$ cat src/rtl/rv_mem_arbiter.sv
// Shares one memory port between instruction fetch (IF) and data access (MEM).
// Define RV_ARB_TIMEOUT_EN to add a wait-cycle watchdog that aborts a stuck access and sets err_o.
module rv_mem_arbiter #(
   parameter int unsigned AW          = 64,
   parameter int unsigned DW          = 64,
   parameter int unsigned TIMEOUT_CYC = 255
) (
   input  logic            clk,
   input  logic            rstn,
   input  logic            if_req_i,
   input  logic [AW-1:0]   if_addr_i,
   output logic            if_gnt_o,
   output logic            if_rvalid_o,
   output logic [31:0]     if_rdata_o,
   input  logic            d_req_i,
   input  logic            d_we_i,
   input  logic [AW-1:0]   d_addr_i,
   input  logic [DW-1:0]   d_wdata_i,
   input  logic [DW/8-1:0] d_be_i,
   output logic            d_gnt_o,
   output logic            d_rvalid_o,
   output logic [DW-1:0]   d_rdata_o,
   output logic            mem_req_o,
   output logic            mem_we_o,
   output logic [AW-1:0]   mem_addr_o,
   output logic [DW-1:0]   mem_wdata_o,
   output logic [DW/8-1:0] mem_be_o,
   input  logic            mem_ack_i,
   input  logic [DW-1:0]   mem_rdata_i,
   output logic            stall_if_o,
   output logic            stall_mem_o,
   output logic            busy_o,
   output logic            err_o
);

   typedef enum logic [1:0] {IDLE, IF_WAIT, D_WAIT} state_e;
   typedef enum logic {OWNER_IF, OWNER_D} owner_e;

   state_e            state_q, state_d;
   owner_e            last_owner_q, last_owner_d;
   logic              mem_req_q, mem_req_d;
   logic              mem_we_q, mem_we_d;
   logic [AW-1:0]     mem_addr_q, mem_addr_d;
   logic [DW-1:0]     mem_wdata_q, mem_wdata_d;
   logic [DW/8-1:0]   mem_be_q, mem_be_d;
   logic              if_gnt_q, if_gnt_d;
   logic              d_gnt_q, d_gnt_d;
   logic              if_pend_q, if_pend_d;
   logic              d_pend_q, d_pend_d;
   logic              if_rvalid_q, if_rvalid_d;
   logic              d_rvalid_q, d_rvalid_d;
   logic [31:0]       if_rdata_q, if_rdata_d;
   logic [DW-1:0]     d_rdata_q, d_rdata_d;

   logic              arb_en;
   logic              if_excl, d_excl;
   logic              if_cand, d_cand;
   logic              if_win, d_win;

`ifdef RV_ARB_TIMEOUT_EN
   localparam logic [15:0] TIMEOUT_LAST = 16'(TIMEOUT_CYC - 1);
   logic [15:0]       wait_cnt_q, wait_cnt_d;
   logic              err_q, err_d;
   logic              timeout_hit;

   assign timeout_hit = (state_q != IDLE) && !mem_ack_i && (wait_cnt_q == TIMEOUT_LAST);
`endif

   // Completion, arbitration and grant. A requester whose response is still in flight
   // (captured, pending or pulsing rvalid) is excluded so its held request is not re-issued.
   always_comb begin
      state_d      = state_q;
      last_owner_d = last_owner_q;
      mem_req_d    = mem_req_q;
      mem_we_d     = mem_we_q;
      mem_addr_d   = mem_addr_q;
      mem_wdata_d  = mem_wdata_q;
      mem_be_d     = mem_be_q;
      if_gnt_d     = 1'b0;
      d_gnt_d      = 1'b0;
      if_pend_d    = 1'b0;
      d_pend_d     = 1'b0;
      if_rvalid_d  = if_pend_q;
      d_rvalid_d   = d_pend_q;
      if_rdata_d   = if_rdata_q;
      d_rdata_d    = d_rdata_q;
      arb_en       = 1'b0;
      if_excl      = if_pend_q | if_rvalid_q;
      d_excl       = d_pend_q | d_rvalid_q;
`ifdef RV_ARB_TIMEOUT_EN
      err_d        = err_q;
      wait_cnt_d   = '0;
      if ((state_q != IDLE) && !mem_ack_i) begin
         wait_cnt_d = wait_cnt_q + 16'd1;
      end
`endif

      case (state_q)
         IDLE: begin
            arb_en = 1'b1;
         end
         IF_WAIT: begin
            if (mem_ack_i) begin
               if_pend_d  = 1'b1;
               if_rdata_d = mem_addr_q[2] ? mem_rdata_i[63:32] : mem_rdata_i[31:0];
               if_excl    = 1'b1;
               arb_en     = 1'b1;
            end
         end
         D_WAIT: begin
            if (mem_ack_i) begin
               d_pend_d  = 1'b1;
               d_rdata_d = mem_we_q ? '0 : mem_rdata_i;
               d_excl    = 1'b1;
               arb_en    = 1'b1;
            end
         end
         default: begin
            state_d = IDLE;
         end
      endcase

`ifdef RV_ARB_TIMEOUT_EN
      // Abort: the owner gets a NOP (fetch) or zero (data) through the normal rvalid path.
      if (timeout_hit) begin
         if (state_q == IF_WAIT) begin
            if_pend_d  = 1'b1;
            if_rdata_d = 32'h0000_0013;
         end else begin
            d_pend_d  = 1'b1;
            d_rdata_d = '0;
         end
         err_d     = 1'b1;
         mem_req_d = 1'b0;
         state_d   = IDLE;
      end
`endif

      if_cand = if_req_i & ~if_excl & arb_en;
      d_cand  = d_req_i & ~d_excl & arb_en;
      d_win   = d_cand & (~if_cand | (last_owner_q == OWNER_IF));
      if_win  = if_cand & ~d_win;

      if (d_win) begin
         state_d      = D_WAIT;
         last_owner_d = OWNER_D;
         mem_req_d    = 1'b1;
         mem_we_d     = d_we_i;
         mem_addr_d   = d_addr_i;
         mem_wdata_d  = d_wdata_i;
         mem_be_d     = d_be_i;
         d_gnt_d      = 1'b1;
      end else if (if_win) begin
         state_d      = IF_WAIT;
         last_owner_d = OWNER_IF;
         mem_req_d    = 1'b1;
         mem_we_d     = 1'b0;
         mem_addr_d   = if_addr_i;
         mem_wdata_d  = '0;
         mem_be_d     = '1;
         if_gnt_d     = 1'b1;
      end else if (arb_en) begin
         mem_req_d = 1'b0;
         state_d   = IDLE;
      end
   end

   always_ff @(posedge clk or negedge rstn) begin
      if (!rstn) begin
         state_q      <= IDLE;
         last_owner_q <= OWNER_IF;
         mem_req_q    <= 1'b0;
         mem_we_q     <= 1'b0;
         mem_addr_q   <= '0;
         mem_wdata_q  <= '0;
         mem_be_q     <= '0;
         if_gnt_q     <= 1'b0;
         d_gnt_q      <= 1'b0;
         if_pend_q    <= 1'b0;
         d_pend_q     <= 1'b0;
         if_rvalid_q  <= 1'b0;
         d_rvalid_q   <= 1'b0;
         if_rdata_q   <= '0;
         d_rdata_q    <= '0;
      end else begin
         state_q      <= state_d;
         last_owner_q <= last_owner_d;
         mem_req_q    <= mem_req_d;
         mem_we_q     <= mem_we_d;
         mem_addr_q   <= mem_addr_d;
         mem_wdata_q  <= mem_wdata_d;
         mem_be_q     <= mem_be_d;
         if_gnt_q     <= if_gnt_d;
         d_gnt_q      <= d_gnt_d;
         if_pend_q    <= if_pend_d;
         d_pend_q     <= d_pend_d;
         if_rvalid_q  <= if_rvalid_d;
         d_rvalid_q   <= d_rvalid_d;
         if_rdata_q   <= if_rdata_d;
         d_rdata_q    <= d_rdata_d;
      end
   end

`ifdef RV_ARB_TIMEOUT_EN
   always_ff @(posedge clk or negedge rstn) begin
      if (!rstn) begin
         wait_cnt_q <= '0;
         err_q      <= 1'b0;
      end else begin
         wait_cnt_q <= wait_cnt_d;
         err_q      <= err_d;
      end
   end

   assign err_o = err_q;
`else
   assign err_o = 1'b0;
`endif

   assign if_gnt_o    = if_gnt_q;
   assign if_rvalid_o = if_rvalid_q;
   assign if_rdata_o  = if_rdata_q;
   assign d_gnt_o     = d_gnt_q;
   assign d_rvalid_o  = d_rvalid_q;
   assign d_rdata_o   = d_rdata_q;
   assign mem_req_o   = mem_req_q;
   assign mem_we_o    = mem_we_q;
   assign mem_addr_o  = mem_addr_q;
   assign mem_wdata_o = mem_wdata_q;
   assign mem_be_o    = mem_be_q;
   assign stall_if_o  = if_req_i & ~if_rvalid_q;
   assign stall_mem_o = d_req_i & ~d_rvalid_q;
   assign busy_o      = (state_q != IDLE);

endmodule

$ cat config.mk
export PLATFORM = sky130hd
export DESIGN_NAME = rv_mem_arbiter
export DESIGN_NICKNAME = d
export VERILOG_FILES = /design/src/rtl/rv_mem_arbiter.sv
export SDC_FILE = /design/constraint.sdc
export NUM_CORES = 1
export LEC_CHECK = 0
export BUFFER_PORTS_ARGS = -buffer_cell sky130_fd_sc_hd__buf_2
export CELL_PAD_IN_SITES_DETAIL_PLACEMENT = 0
export CELL_PAD_IN_SITES_GLOBAL_PLACEMENT = 1
export CORE_AREA = 4 4 196 198
export DETAILED_ROUTE_END_ITERATION = 16
export DIE_AREA = 0 0 200 202
export HOLD_SLACK_MARGIN = 0.08
export PLACE_DENSITY = 0.7
export SLEW_MARGIN = 20
export SYNTH_ARGS = -nofsm -noshare
export SYNTH_HDL_FRONTEND = slang
export SYNTH_SLANG_ARGS = --single-unit
$ cat constraint.sdc
create_clock -name clk -period 1.95 [get_ports clk]
set_input_delay 0.195 -clock clk [delete_from_list [all_inputs] [get_ports clk]]
set_output_delay 0.195 -clock clk [all_outputs]
set_load 0.01 [all_outputs]
Word-level counts from Yosys, hierarchy flattened
Cells that the tools add are included.

Equality and inequality tests: 3. Multiplexer cells: 29. Bitwise operators: 18. Reductions and logical operators: 8.

Operators with widths (number): 64-bit 2-to-1 mux (5); 32-bit 2-to-1 mux (1); 1-bit 2-to-1 mux (16); 8-bit 2-to-1 mux (2); 1-bit AND (8); 2-bit 2-to-1 mux (4); 1-bit NOT (7); 4-bit by 1-bit inequality test with 1-bit output, second input constant (1); 2-bit AND reduction (2); 2-bit nonzero test (2); 1-bit bitwise OR (3); 3-bit nonzero test (1); 3-bit OR reduction (1); 2-bit by 1-bit == test with 1-bit output, second input constant (1); 2-bit == test, second input constant (1); 2-bit zero test (1); 1-bit one-hot mux with 2 select lines (1); 2-bit OR reduction (1).

Register bits: 243. Bits of input ports: 270. Output and inout port bits: 242. Logic and storage cells: 73.

Depth between registers and ports, before layout
Depth in word-level cells: 13. Gate-level depth with buffers: 11. Depth with buffers taken out: 7.

Worst setup path after synthesis
No wires, ideal clock.

Path kind: register -> register. Start: register state_q[1]. End: register mem_wdata_q[24] (netlist: mem_wdata_o[24]). Setup time: 121 ps. Arrival time: 1993 ps. Data required time: 1829 ps. Path slack: -164 ps. Stages on the path, launching flop included: 12. Path buffers: 4. Period minus slack after synthesis: 2114 ps. Path through: dfrtp_1 > inv_1 > ha_1 > and2_1 > clkbuf_1 > nor3b_2 > or2_1 > buf_4 > inv_2 > buf_6 > buf_4 > a22o_1.

Word-level cells in the longest chain between the ends: 11. Elaborated cells on any way between the ends: 20. Those cells by class: eq/ne (2); mux (4); bitwise (11); reduce/logical (3).

Ends and longest elaborated chain: from (decl) (line 39) `state_e state_q, state_d;`; from (signal assigned) (line 186) `state_q <= state_d;`; 2-bit by 1-bit == test with 1-bit output (line 98) `case (state_q)`; 1-bit 2-to-1 mux (line 98); 1-bit NOT (line 139) `if_cand = if_req_i & ~if_excl & arb_en;`; 1-bit AND (2 in a row) (line 139); 1-bit NOT (line 141) `d_win = d_cand & (~if_cand | (last_owner_q == OWNER_IF));`; 1-bit bitwise OR (line 141); 1-bit AND (line 141); 1-bit NOT (line 142) `if_win = if_cand & ~d_win;`; 1-bit AND (line 142); 2-bit nonzero test (no line); to (signal assigned) (line 191) `mem_wdata_q <= mem_wdata_d;`; to (decl) (line 44) `logic [DW-1:0] mem_wdata_q, mem_wdata_d;`.

Several ways; a longest one is shown, not always the timed one. A chain may end at the register's enable or synchronous reset.

Worst setup path after layout
Start: register if_rvalid_q (netlist: if_rvalid_o). End: register mem_addr_q[0] (netlist: mem_addr_o[0]).

Word-level cells in the longest chain between the ends: 12. Elaborated cells on any way between the ends: 13. Those cells by class: mux (3); bitwise (9); reduce/logical (1).

Ends and longest elaborated chain: from (decl) (line 50) `logic if_rvalid_q, if_rvalid_d;`; from (signal assigned) (line 197) `if_rvalid_q <= if_rvalid_d;`; 1-bit bitwise OR * (line 88) `if_excl = if_pend_q | if_rvalid_q;`; 1-bit 2-to-1 mux (line 103) `if (mem_ack_i) begin`; 1-bit 2-to-1 mux * (line 98); 1-bit NOT * (line 139); 1-bit AND * (2 in a row) (line 139); 1-bit NOT (line 141); 1-bit bitwise OR (line 141); 1-bit AND (line 141); 1-bit NOT (line 142); 1-bit AND (line 142); 2-bit nonzero test (no line); to (signal assigned) (line 190) `mem_addr_q <= mem_addr_d;`; to (decl) (line 43) `logic [AW-1:0] mem_addr_q, mem_addr_d;`.

Mark *: on every way between the ends. The rest lies on a longest branch, timed or not.

==> impl_metrics.tcl <==
set metrics [dict create \
    path_clk_slew_ns 0.06 \
    synth_area_um2 10000 \
    slew_headroom_pct 60.1 \
    crit_path_top_delay_cell "or3b_4" \
    netlist_instances 857 \
    stdcell_count 2155 \
    setup_slack_ns -0.0545 \
    power_density_nw_per_um2 1500 \
    startpoint_type "flip-flop" \
    dpl.hpwl_um 29100 \
    synth_ff_type "dfrtp_1" \
    core_um2 36500 \
    syn_nets 1131 \
    syn_avg_cell_area_um2 11.7 \
    track_usage_pct 19.4 \
    slowest_delay_ns 0.48 \
    clk_latency_ns 0.56 \
    htreeDepth 1 \
    synth_edf_count 0 \
    cp.required_ns 2.38 \
    r2r_setup_slack_ns -0.05 \
    grt_overflow_total 0 \
    drt_iter0_drc 458 \
    ys_seq_area_share_pct 60.6 \
    layout_common_cells "buf_2, dlygate4sd3_1, dfrtp_1, o21ai_0, nand2_1" \
    hold_viol_final 0 \
    crit_type "flip-flop to flip-flop" \
    worstReg2RegEnd "mem_addr_o[0]$_DFFE_PN0P_" \
    critPathArrivalTime_ns 2.44 \
    drc 0 \
    vias_per_cell 4.76 \
    clockRootBuffer "clkbuf_16" \
    hold_class "input pin to flip-flop" \
    start_util_pct 27.5 \
    clock-sinks 243 \
    layout-drive-gt1-share_pct 39.2 \
    setup_violations 11 \
    dr.pass1.iters 5 \
    outcome "complete, but fails checks" \
    die_w_um 200 \
    place_ws_ns -0.00165 \
    violations "negative setup slack" \
    cts_tree "yes" \
    finalCriticalPeriod_ns 2.00 \
    ant_nets 0 \
    worst-path-buf-inv 2 \
    synth.distinct_cells 34 \
    total_power_uw 26300 \
    min_period_over_period_pct 103 \
    critPathTopFamily "simple AND/OR/NAND/NOR gates" \
    clockBufferDepth 3 \
    hold_end "mem_addr_o[46]$_DFFE_PN0P_" \
    leakage_uw 0.00872 \
    antenna_found_initial 1 \
    rows 70 \
    hold_ws_ns 0.101 \
    ys_ff_latch 243 \
    final_common_cell "buf_2" \
    gp_congestion 0.829 \
    dr_total_vias 10200 \
    path_cells "or3b_4, nor3b_4, buf_8, clkbuf_16, nor3b_1, a221o_1" \
    min-delay-start "d_addr_i[46]" \
    grt_max_degree 130 \
    postRouteWirelength_um 43500 \
    ys_async_sr_fraction_pct 100 \
    fin_area_um2 17600 \
    die-area_um2 40400 \
    die_y_um 202 \
    finalClockSkew_ns 0.0183 \
    worstReg2RegStart "if_rvalid_o$_DFF_PN0_" \
    fmax_mhz 499 \
    worstMarginPinSlew_ns 0.599 \
    peakVddDrop_v 0.000689 \
    rsz0062_at_grt "yes" \
    ios 512 \
    grt_pass1_wl_um 62500 \
    yosys_warnings 0 \
    crit_path_max_fanout 14 \
    grt_pass1_vias 10800 \
    placed_cell_area_um2 13600 \
    crit_path_end_kind "flip-flop" \
    numCtsBuffers 27 \
    fin_nets 1939 \
    io_buffers 510 \
    synthToLayoutAreaGrowth_pct 75.0 \
    avgRoutedWirePerCell_um 20.2 \
    drv_cap 0 \
    place_inst 1829 \
    min_path_cells 3 \
    reg2regPathDepth 6 \
    final_max_slew_viol_count 0 \
]
how the worst max path moves through the flow:
stage                                       from                     endpoint  depth (start not counted)
after floorplan           state_q[1]$_DFFE_PN0P_  mem_wdata_o[14]$_DFFE_PN0P_                         11
after global placement    state_q[1]$_DFFE_PN0P_  mem_wdata_o[36]$_DFFE_PN0P_                          9
after detailed placement  state_q[1]$_DFFE_PN0P_   mem_addr_o[38]$_DFFE_PN0P_                          8
after CTS                 state_q[1]$_DFFE_PN0P_   mem_addr_o[39]$_DFFE_PN0P_                          7
after global routing       if_rvalid_o$_DFF_PN0_    mem_addr_o[0]$_DFFE_PN0P_                          6
final                      if_rvalid_o$_DFF_PN0_    mem_addr_o[0]$_DFFE_PN0P_                          6
layer usage:
| metal | GRT usage [%] | wire [um] |
|---|---|---|
| met1 | 22.4 | 15800 |
| met2 | 34.6 | 22200 |
| met3 | 3.90 | 3330 |
| met4 | 8.49 | 2090 |
| met5 | 0 | 0 |
cell usage after synthesis (2+ instances only):
cell         n  area share (%)
dfrtp_1    243              61
o21ai_0     71             3.5
nand2_1     68             2.5
a22o_1      65             5.7
nand2b_1    64             4.0
nor3b_1     59             4.4
a221o_1     58             5.8
clkbuf_1    58             2.2
nor2_1      34             1.3
a21oi_1     33             1.6
mux2i_1     33             3.3
inv_1       11            0.41
o22a_1       8            0.70
a2bb2oi_1    6            0.52
buf_1        6            0.22
buf_2        6            0.30
o311a_1      6            0.60
buf_4        4            0.30
buf_6        4            0.45
ha_1         4            0.50
a21o_1       2            0.15
nor2b_1      2            0.12
logic make-up after synthesis:
kind of cell | Yosys count | share of synthesized area, %
compound gates | 251 | 18.8
flops | 243 | 60.6
simple gates | 235 | 12.9
buf+inv | 90 | 3.89
mux | 33 | 3.29
fa+ha+maj | 4 | 0.499
other cells | 1 | 0.0374
state kept, by name (all words and copies together) (netlist names), 2 cells and up:
register and count:
if_rdata_o 32, mem_wdata_o 64, state_q 2, d_rdata_o 64, mem_addr_o 64, mem_be_o 8
power breakdown:
group          switching, uW  total [uW]  internal (uW)
Sequential              1350        8610           7260
Combinational           6430       12400           5990
Clock                   2160        5320           3160
Total                   9940       26300          16400
stage by stage:
step | TNS (ns) | util, %
floorplan | -3.23 | -
global placement | 0 | 37.4
detailed placement | -0.00165 | 37.4
CTS | -0.0197 | 47.1
global route | -2.96 | 48.1
finish | -0.156 | 48.1
worst min-delay path, stage by stage:
cell and delay (ns):
buf_2 0.07, nor3b_1 0.21, a221o_1 0.14
layout make-up:
type	instances	area [um^2]
tap	468	586
timing repair buffer	857	6240
clock inverter	8	101
multi-input combinational	524	3680
inverter	12	47.5
antenna	1	2.50
sequential	243	6080
fill	3286	19000
clock buffer	42	822
timing repair:
item / CTS / global route
resized for setup: 1 / 25
cloned: 0 / 9
endpoints found under the hold margin: 471 / 0
endpoints found under the setup margin: 8 / 125
hold buffers: 261 / 0
setup buffers: 0 / 5
pin swaps: 0 / 6
No activity file was read; power rests on OpenSTA's default activity.
